$ cat src/rtl/uart_tx_if.sv
// uart_tx_if: byte handshake and serial line bundle for uart_tx
interface uart_tx_if;
  logic [7:0] din;
  logic       din_vld;
  logic       din_rdy;
  logic       tx;
  logic       busy;
  modport master (output din, din_vld, input din_rdy, tx, busy);
  modport slave  (input din, din_vld, output din_rdy, tx, busy);
endinterface

$ cat src/rtl/uart_tx.sv
// uart_tx: 8-bit LSB-first serialiser with holding register, optional parity and 1/2 stop bits
module uart_tx #(
  parameter int BAUD_DIV  = 5208,
  parameter int PARITY    = 0,
  parameter int STOP_BITS = 1
) (
  input  logic      clk,
  input  logic      rst_n,
  uart_tx_if.slave  bus
);
  localparam int CW = $clog2(BAUD_DIV);
  typedef enum logic [2:0] {IDLE, START, DATA, PAR, STOP} state_t;
  state_t        state_q, state_d;
  logic [CW-1:0] cnt_q, cnt_d;
  logic [2:0]    idx_q, idx_d;
  logic [7:0]    shift_q, shift_d, hold_q, hold_d;
  logic          full_q, full_d, par_q, par_d, tx_q, tx_d, busy_q, busy_d;
  logic          bit_end, xfer, load;
  assign bit_end     = cnt_q == CW'(BAUD_DIV - 1);
  assign load        = bus.din_vld && !full_q;
  assign bus.din_rdy = ~full_q;
  assign bus.tx      = tx_q;
  assign bus.busy    = busy_q;
  // next state; tx/busy are derived from the next state so the registered outputs line up with it
  always_comb begin
    state_d = state_q;
    cnt_d   = (state_q == IDLE || bit_end) ? '0 : cnt_q + 1'b1;
    idx_d   = idx_q;
    shift_d = shift_q;
    par_d   = par_q;
    xfer    = 1'b0;
    case (state_q)
      IDLE:  xfer = full_q;
      START: if (bit_end) begin
        state_d = DATA;
        idx_d   = '0;
      end
      DATA:  if (bit_end) begin
        shift_d = shift_q >> 1;
        idx_d   = idx_q + 1'b1;
        if (idx_q == 3'd7) state_d = (PARITY != 0) ? PAR : STOP;
      end
      PAR:   if (bit_end) begin
        state_d = STOP;
        idx_d   = '0;
      end
      STOP:  if (bit_end) begin
        idx_d = idx_q + 1'b1;
        if (idx_q == 3'(STOP_BITS - 1)) begin
          state_d = IDLE;
          xfer    = full_q;
        end
      end
      default: state_d = IDLE;
    endcase
    if (xfer) begin
      state_d = START;
      shift_d = hold_q;
      par_d   = ^hold_q ^ (PARITY == 2);
    end
    full_d = xfer ? 1'b0 : load ? 1'b1 : full_q;
    hold_d = load ? bus.din : hold_q;
    tx_d   = state_d == START ? 1'b0 : state_d == DATA ? shift_d[0] : state_d == PAR ? par_d : 1'b1;
    busy_d = state_d != IDLE || full_d;
  end
  // state and output registers, synchronous active-low reset aborts any frame
  always_ff @(posedge clk) begin
    if (!rst_n) begin
      state_q <= IDLE;
      cnt_q   <= '0;
      idx_q   <= '0;
      shift_q <= '0;
      hold_q  <= '0;
      full_q  <= 1'b0;
      par_q   <= 1'b0;
      tx_q    <= 1'b1;
      busy_q  <= 1'b0;
    end else begin
      state_q <= state_d;
      cnt_q   <= cnt_d;
      idx_q   <= idx_d;
      shift_q <= shift_d;
      hold_q  <= hold_d;
      full_q  <= full_d;
      par_q   <= par_d;
      tx_q    <= tx_d;
      busy_q  <= busy_d;
    end
  end
endmodule

$ cat src/flat_wrapper.sv
// flat-port wrapper written by rule: the top's interface ports become plain ports
module uart_tx_flat 
#(
  parameter int BAUD_DIV  = 5208,
  parameter int PARITY    = 0,
  parameter int STOP_BITS = 1
)
  (clk, rst_n, bus_din, bus_din_vld, bus_din_rdy, bus_tx, bus_busy);
  uart_tx_if bus_i ();
  input  logic clk;
  input  logic rst_n;
  input wire logic [$bits(bus_i.din)-1:0] bus_din;
  input wire logic [$bits(bus_i.din_vld)-1:0] bus_din_vld;
  output wire logic [$bits(bus_i.din_rdy)-1:0] bus_din_rdy;
  output wire logic [$bits(bus_i.tx)-1:0] bus_tx;
  output wire logic [$bits(bus_i.busy)-1:0] bus_busy;
  assign bus_i.din = bus_din;
  assign bus_i.din_vld = bus_din_vld;
  assign bus_din_rdy = bus_i.din_rdy;
  assign bus_tx = bus_i.tx;
  assign bus_busy = bus_i.busy;
  uart_tx #(.BAUD_DIV(BAUD_DIV), .PARITY(PARITY), .STOP_BITS(STOP_BITS)) u_core (.clk(clk), .rst_n(rst_n), .bus(bus_i));
endmodule
$ cat config.mk
export PLATFORM = sky130hd
export DESIGN_NAME = uart_tx_flat
export DESIGN_NICKNAME = d
export VERILOG_FILES = /design/src/rtl/uart_tx_if.sv /design/src/rtl/uart_tx.sv /design/src/flat_wrapper.sv
export SDC_FILE = /design/constraint.sdc
export NUM_CORES = 1
export LEC_CHECK = 0
export CAP_MARGIN = 30
export CORE_MARGIN = 2
export CORE_UTILIZATION = 28
export CTS_CLUSTER_DIAMETER = 100
export DETAILED_ROUTE_END_ITERATION = 10
export HOLD_SLACK_MARGIN = 0.03
export PLACE_DENSITY_LB_ADDON = 0.1
export SLEW_MARGIN = 5
export SYNTH_ARGS = -nofsm -noshare
export SYNTH_HDL_FRONTEND = slang
export SYNTH_SLANG_ARGS = --single-unit
$ cat constraint.sdc
create_clock -name clk -period 2.71 [get_ports clk]
set_clock_uncertainty 0.2 [all_clocks]
set_input_delay 0.6775 -clock clk [delete_from_list [all_inputs] [get_ports clk]]
set_output_delay 0.6775 -clock clk [all_outputs]
set_load 0.05 [all_outputs]
Word level (Yosys, flattened, before mapping). Index checks and enable logic that the tools add are counted.

Bits of input ports: 11. Word-level logic and storage cells: 64. Register bits after elaboration: 39.

Reduce and logical (&&, ||, !) cells: 16. Eq/ne operators: 11. Add/subtract/negate cells: 2. Bitwise logic cells: 2. Mux-type cells: 23.

Operators by type and width (count): two-way mux 3 bit (9); two-way mux 8 bit (3); one-hot mux 3 bit (5 select lines) (1); adder 13 x 1 -> 13 bit, second input constant (1); == test 13 bit, second input constant (1); == test 3 x 2 -> 1 bit, second input constant (4); two-way mux 1 bit (8); XOR reduction 8 bit (1); == test 3 x 1 -> 1 bit, second input constant (2); == test 3 bit, second input constant (2); logical NOT 3 bit (2); one-hot mux 3 bit (2 select lines) (1); nonzero test 2 bit (3); OR reduction 2 bit (3); != test 2 x 1 -> 1 bit, second input constant (2); adder 3 x 1 -> 3 bit, second input constant (1); AND reduction 3 bit (1); nonzero test 3 bit (1); logical OR 1 bit (2); inverter 1 bit (2); one-hot mux 1 bit (2 select lines) (1); AND reduction 2 bit (1); logical AND 1 bit (1); logical NOT 1 bit (1).

Longest topological paths before layout.
Depth in word-level cells: 9. Gate-level depth with buffers: 8. Depth with buffers taken out: 7.

Least setup slack after synthesis. No wires, ideal clock.

Path kind: reg2reg. From: reg u_core.cnt_q[0]. To: reg u_core.tx_q, in the netlist u_core.bus.tx. Library setup time: 0.134 ns. Period minus slack after synthesis: 2.198 ns. Stages on the path, launching flop included: 8. Slack: 0.512 ns. Arrival: 1.864 ns. Required time: 2.376 ns. Cell sequence: dfxtp_1 ha_1 and4_2 and3_1 buf_4 a2111oi_0 a31o_2 or4_1.

Word-level cells in the longest chain between the ends: 8.

Ends and longest elaborated chain: from (decl) (line uart_tx.sv:14) `logic [CW-1:0] cnt_q, cnt_d;`; from (signal assigned) (line uart_tx.sv:80) `cnt_q <= cnt_d;`; == test 13 bit * (line uart_tx.sv:19) `assign bit_end = cnt_q == CW'(BAUD_DIV - 1);`; two-way mux 3 bit, or another cell as far along (line uart_tx.sv:47) `STOP: if (bit_end) begin`; one-hot mux 3 bit (5 select lines) / one-hot mux 1 bit (2 select lines) (equally long branches) (line uart_tx.sv:32) `case (state_q)`; two-way mux 3 bit (line uart_tx.sv:56) `if (xfer) begin`; == test 3 x 2 -> 1 bit (line uart_tx.sv:63) `tx_d = state_d == START ? 1'b0 : state_d == DATA ? shift_d[0] : state_d == PAR ? par_d : 1'b1;`; two-way mux 1 bit (2 in a row) (line uart_tx.sv:63); two-way mux 1 bit * (line uart_tx.sv:63); to (signal assigned) (line uart_tx.sv:86) `tx_q <= tx_d;`; to (decl) (line uart_tx.sv:17) `logic full_q, full_d, par_q, par_d, tx_q, tx_d, busy_q, busy_d;`.

Mark *: on every way between the ends. The rest lies on a longest branch, timed or not. The select of a mux whose other input is x is not followed. A chain may end at the register's enable or synchronous reset.

Worst setup path in the final report.
From: reg u_core.full_q. To: out bus_din_rdy.

Word-level cells in the longest chain between the ends: 1.

Ends and longest elaborated chain: from (decl) (line uart_tx.sv:17); from (signal assigned) (line uart_tx.sv:84) `full_q <= full_d;`; inverter 1 bit (line uart_tx.sv:21) `assign bus.din_rdy = ~full_q;`; to (decl) (line flat_wrapper.sv:14) `output wire logic [$bits(bus_i.din_rdy)-1:0] bus_din_rdy;`.

No other way between the ends.

==> results.txt <==
vias in the first global route - 1440
Overall Global Routing Usage - 11.44%
wire length of the first global-routing pass - 6.803 mm
Max-slew headroom - 63.45%
Net Sw Power - 0.3210 mW
share of flip-flops with an asynchronous set or reset after synthesis - 0%
leakage dissipation - 0.9533 nW
reg-to-reg critical path endpoint - u_core.bus.tx$_SDFF_PN1_
flip-flop cell with the highest count after synthesis - dfxtp_1
fill cell total of the finished layout - 702
mean instance size in the synthesized netlist - 9.464 um^2
antenna violations before repair - 0
hold endpoint - u_core.cnt_q[0]$_SDFF_PP0_
height of the die - 87.04 um
sum of routed wire length over all layers - 3.888 mm
clk root buf - clkbuf_8
synthesized netlist net count - 219
clock buffers created by TritonCTS - 5
Netlist cell types - 41
maximum number of pins on one net before global-route repair - 23
CTS tree - yes
CP Class - reg -> out
fraction of synthesized cell area taken by the top area cell type - 40.44%
vias post-DR - 1406
area of the placeable core - 6719 um^2
post-synthesis sequential area ratio - 40.44%
actual slew at the worst max-slew pin - 0.5483 ns
internal power consumption - 0.9586 mW
r2r startpoint - u_core.cnt_q[0]$_SDFF_PP0_
Setup Total Neg Slack - 0 ns
maximum vdd ir drop - 0.2340 mV
Detailed Place HPWL - 2.764 mm
setup repair after global routing missed its margin - false
critical path peak fanout - 5
kind of end point of the critical path - primary output
Net Sw Frac - 25.09%
area of the die - 7575 um^2
initial core utilization - 28.73%
Worst-path clk slew - 0.08 ns
Final Hold Viols - 0
count of flip-flops with a built-in enable after synthesis - 0
critical path startpoint category - register
Die X-Extent - 87.04 um
max_cap viols - 0
final-stage net count - 236
overall power - 1.280 mW
Final Wtd Congestion - 0.7422
crit path time final - 2.386 ns
largest cells by area after synthesis - dfxtp_1 (40%), mux2i_1 (7.8%), xnor2_1 (5.9%)
post-synthesis cell area - 1931 um^2
Max Slew Vio Count - 0
buffers from clock root to sink, at most - 2
residual overflow from global routing - 0
number of standard cells after synthesis - 204
power density cells - 562.9 nW/um^2
count of routing violations after the opening detailed-route iteration - 38
required arrival time at the worst endpoint - 1.83 ns
number of placement rows - 30
sinks on the clock net - 39
cell type contributing the most total cell area after synthesis - dfxtp_1
Synth Register Bits - 39
combinational share of power - 12.2%
Boundary Pins - 14
WL/cell - 12.87 um
share of the cycle needed by the critical path after routing - 88.03%
post-route DRC violation count - 0
Max Clock Freq - 419.2 MHz
Yosys warnings - 0
hold path startpoint - u_core.cnt_q[0]$_SDFF_PP0_
signed area change from the synthesized netlist to the final layout - 17.76%
fraction of final layout cells with drive strength greater than 1 - 10.81%
CTS H-tree depth - 2
Arr. time, crit path - 1.51 ns
total of buffers placed on input and output ports - 13
clock network fraction of design power - 39.2%
leading cell type in the layout, fill and taps excluded - dfxtp_1
final setup fails - 0
post-CTS setup-driven buffer insertion count - 0
most frequent cells in the layout - dfxtp_1 (39), nor2_1 (19), nand2_1 (16)
ANT cells - 0
Reg power frac - 48.7%
number of gates resized after CTS - 0
length in cells of the worst reg-to-reg path - 6
Reg2Reg Setup Slack - 0.39 ns
latest clock arrival within the worst-skew pair - 0.29 ns
Worst Hold Class - reg -> reg
Hold Buf Count CTS - 0
post-route ant nets - 0
result of the run - completed
number of instances on the worst hold path - 1
via density per instance - 4.656
first-pass iteration count of the detailed router - 4
[cell usage after synthesis, drive strengths merged (2+ instances only)]
| cell type | n |
|---|---|
| buf | 4 |
| dfxtp | 39 |
| a21boi | 3 |
| clkbuf | 6 |
| ha | 4 |
| inv | 5 |
| a22oi | 2 |
| nand3 | 9 |
| and2 | 3 |
| xnor2 | 13 |
| nand4 | 4 |
| o21ai | 5 |
| a32o | 2 |
| nor2 | 19 |
| nor3b | 2 |
| or2 | 2 |
| nand2 | 16 |
| nor2b | 11 |
| o211a | 8 |
| nor4b | 2 |
| and3 | 8 |
| xor2 | 6 |
| o22ai | 2 |
| mux2i | 15 |
[power groups by stage]
stage	clock, mW	sequential, mW	combinational [mW]
finish	0.501	0.623	0.156
CTS	0.527	0.623	0.158
global placement	0	0.638	0.158
floorplan	0	0.638	0.107
global route	0.543	0.628	0.175
detailed placement	0	0.637	0.158
[per-stage QoR]
stage,hold WS (ns),std cells,setup WS [ns],utilization (%),area (um^2)
2_1_floorplan,0.2302,204,0.5118,-,1931
3_3_place_gp,0.2486,294,0.4652,32.10,2157
3_5_place_dp,0.2516,294,0.4099,32.10,2157
4_1_cts,0.2711,302,0.2968,33.84,2273
5_1_grt,0.3070,302,0.2528,33.84,2273
6_report,0.2668,302,0.3244,33.84,2273
[state kept, by name, summed over array words and instances, names as in the netlist]
signal / cells
u_core.bus.tx: 1
u_core.state_q: 3
u_core.full_q: 1
u_core.shift_q: 8
u_core.idx_q: 3
u_core.bus.busy: 1
u_core.cnt_q: 13
u_core.par_q: 1
u_core.hold_q: 8
[worst max-delay path, stage by stage (launching register included)]
cell and delay [ns]:
dfxtp_1 0.36, inv_1 0.07, clkdlybuf4s50_1 0.79
[layout make-up]
cell class | count | area, um^2 | share of cell area (%)
Clock inverter | 3 | 47.55 | 2.091
Tap cell | 80 | 100.1 | 4.403
Sequential cell | 39 | 780.7 | 34.34
Timing Repair Buffer | 20 | 182.7 | 8.035
Multi-Input combinational cell | 150 | 1075 | 47.28
Clock buffer | 5 | 68.82 | 3.027
Inverter | 5 | 18.77 | 0.8255
[kinds of logic (layout without fill, tap and decap cells)]
logic type / Yosys count / after routing / share of synthesized area [%]
adder cells (fa/ha/maj): 4 / 4 / 2.592
multiplexers: 15 / 15 / 7.777
flip-flops: 39 / 39 / 40.44
AND/OR/NAND/NOR: 81 / 81 / 23.79
AO/OA/AOI/OAI: 31 / 31 / 12.90
XOR/XNOR: 19 / 19 / 8.620
buffers and inverters: 15 / 33 / 3.888
[how the worst max path moves through the flow]
stage | startpoint | to | slack [ns] | depth (start not counted)
CTS | u_core.full_q$_SDFF_PN0_ | bus_din_rdy | 0.30 | 2
detailed placement | u_core.cnt_q[8]$_SDFF_PP0_ | u_core.bus.tx$_SDFF_PN1_ | 0.41 | 5
finish | u_core.full_q$_SDFF_PN0_ | bus_din_rdy | 0.32 | 2
global route | u_core.full_q$_SDFF_PN0_ | bus_din_rdy | 0.25 | 2
floorplan | u_core.cnt_q[0]$_SDFF_PP0_ | u_core.bus.tx$_SDFF_PN1_ | 0.51 | 7
global placement | u_core.cnt_q[9]$_SDFF_PP0_ | u_core.bus.tx$_SDFF_PN1_ | 0.47 | 5
[metal layers]
| layer | part of all wire (%) | vias up | track usage (%) |
|---|---|---|---|
| met2 | 42 | 19 | 16.93 |
| met1 | 53 | 631 | 16.12 |
| met5 | 0 | - | 0 |
| li1 | - | 754 | - |
| met3 | 3.2 | 2 | 2.938 |
| met4 | 0.93 | 0 | 3.835 |
Note: power is estimated with default switching activity, not from simulation.
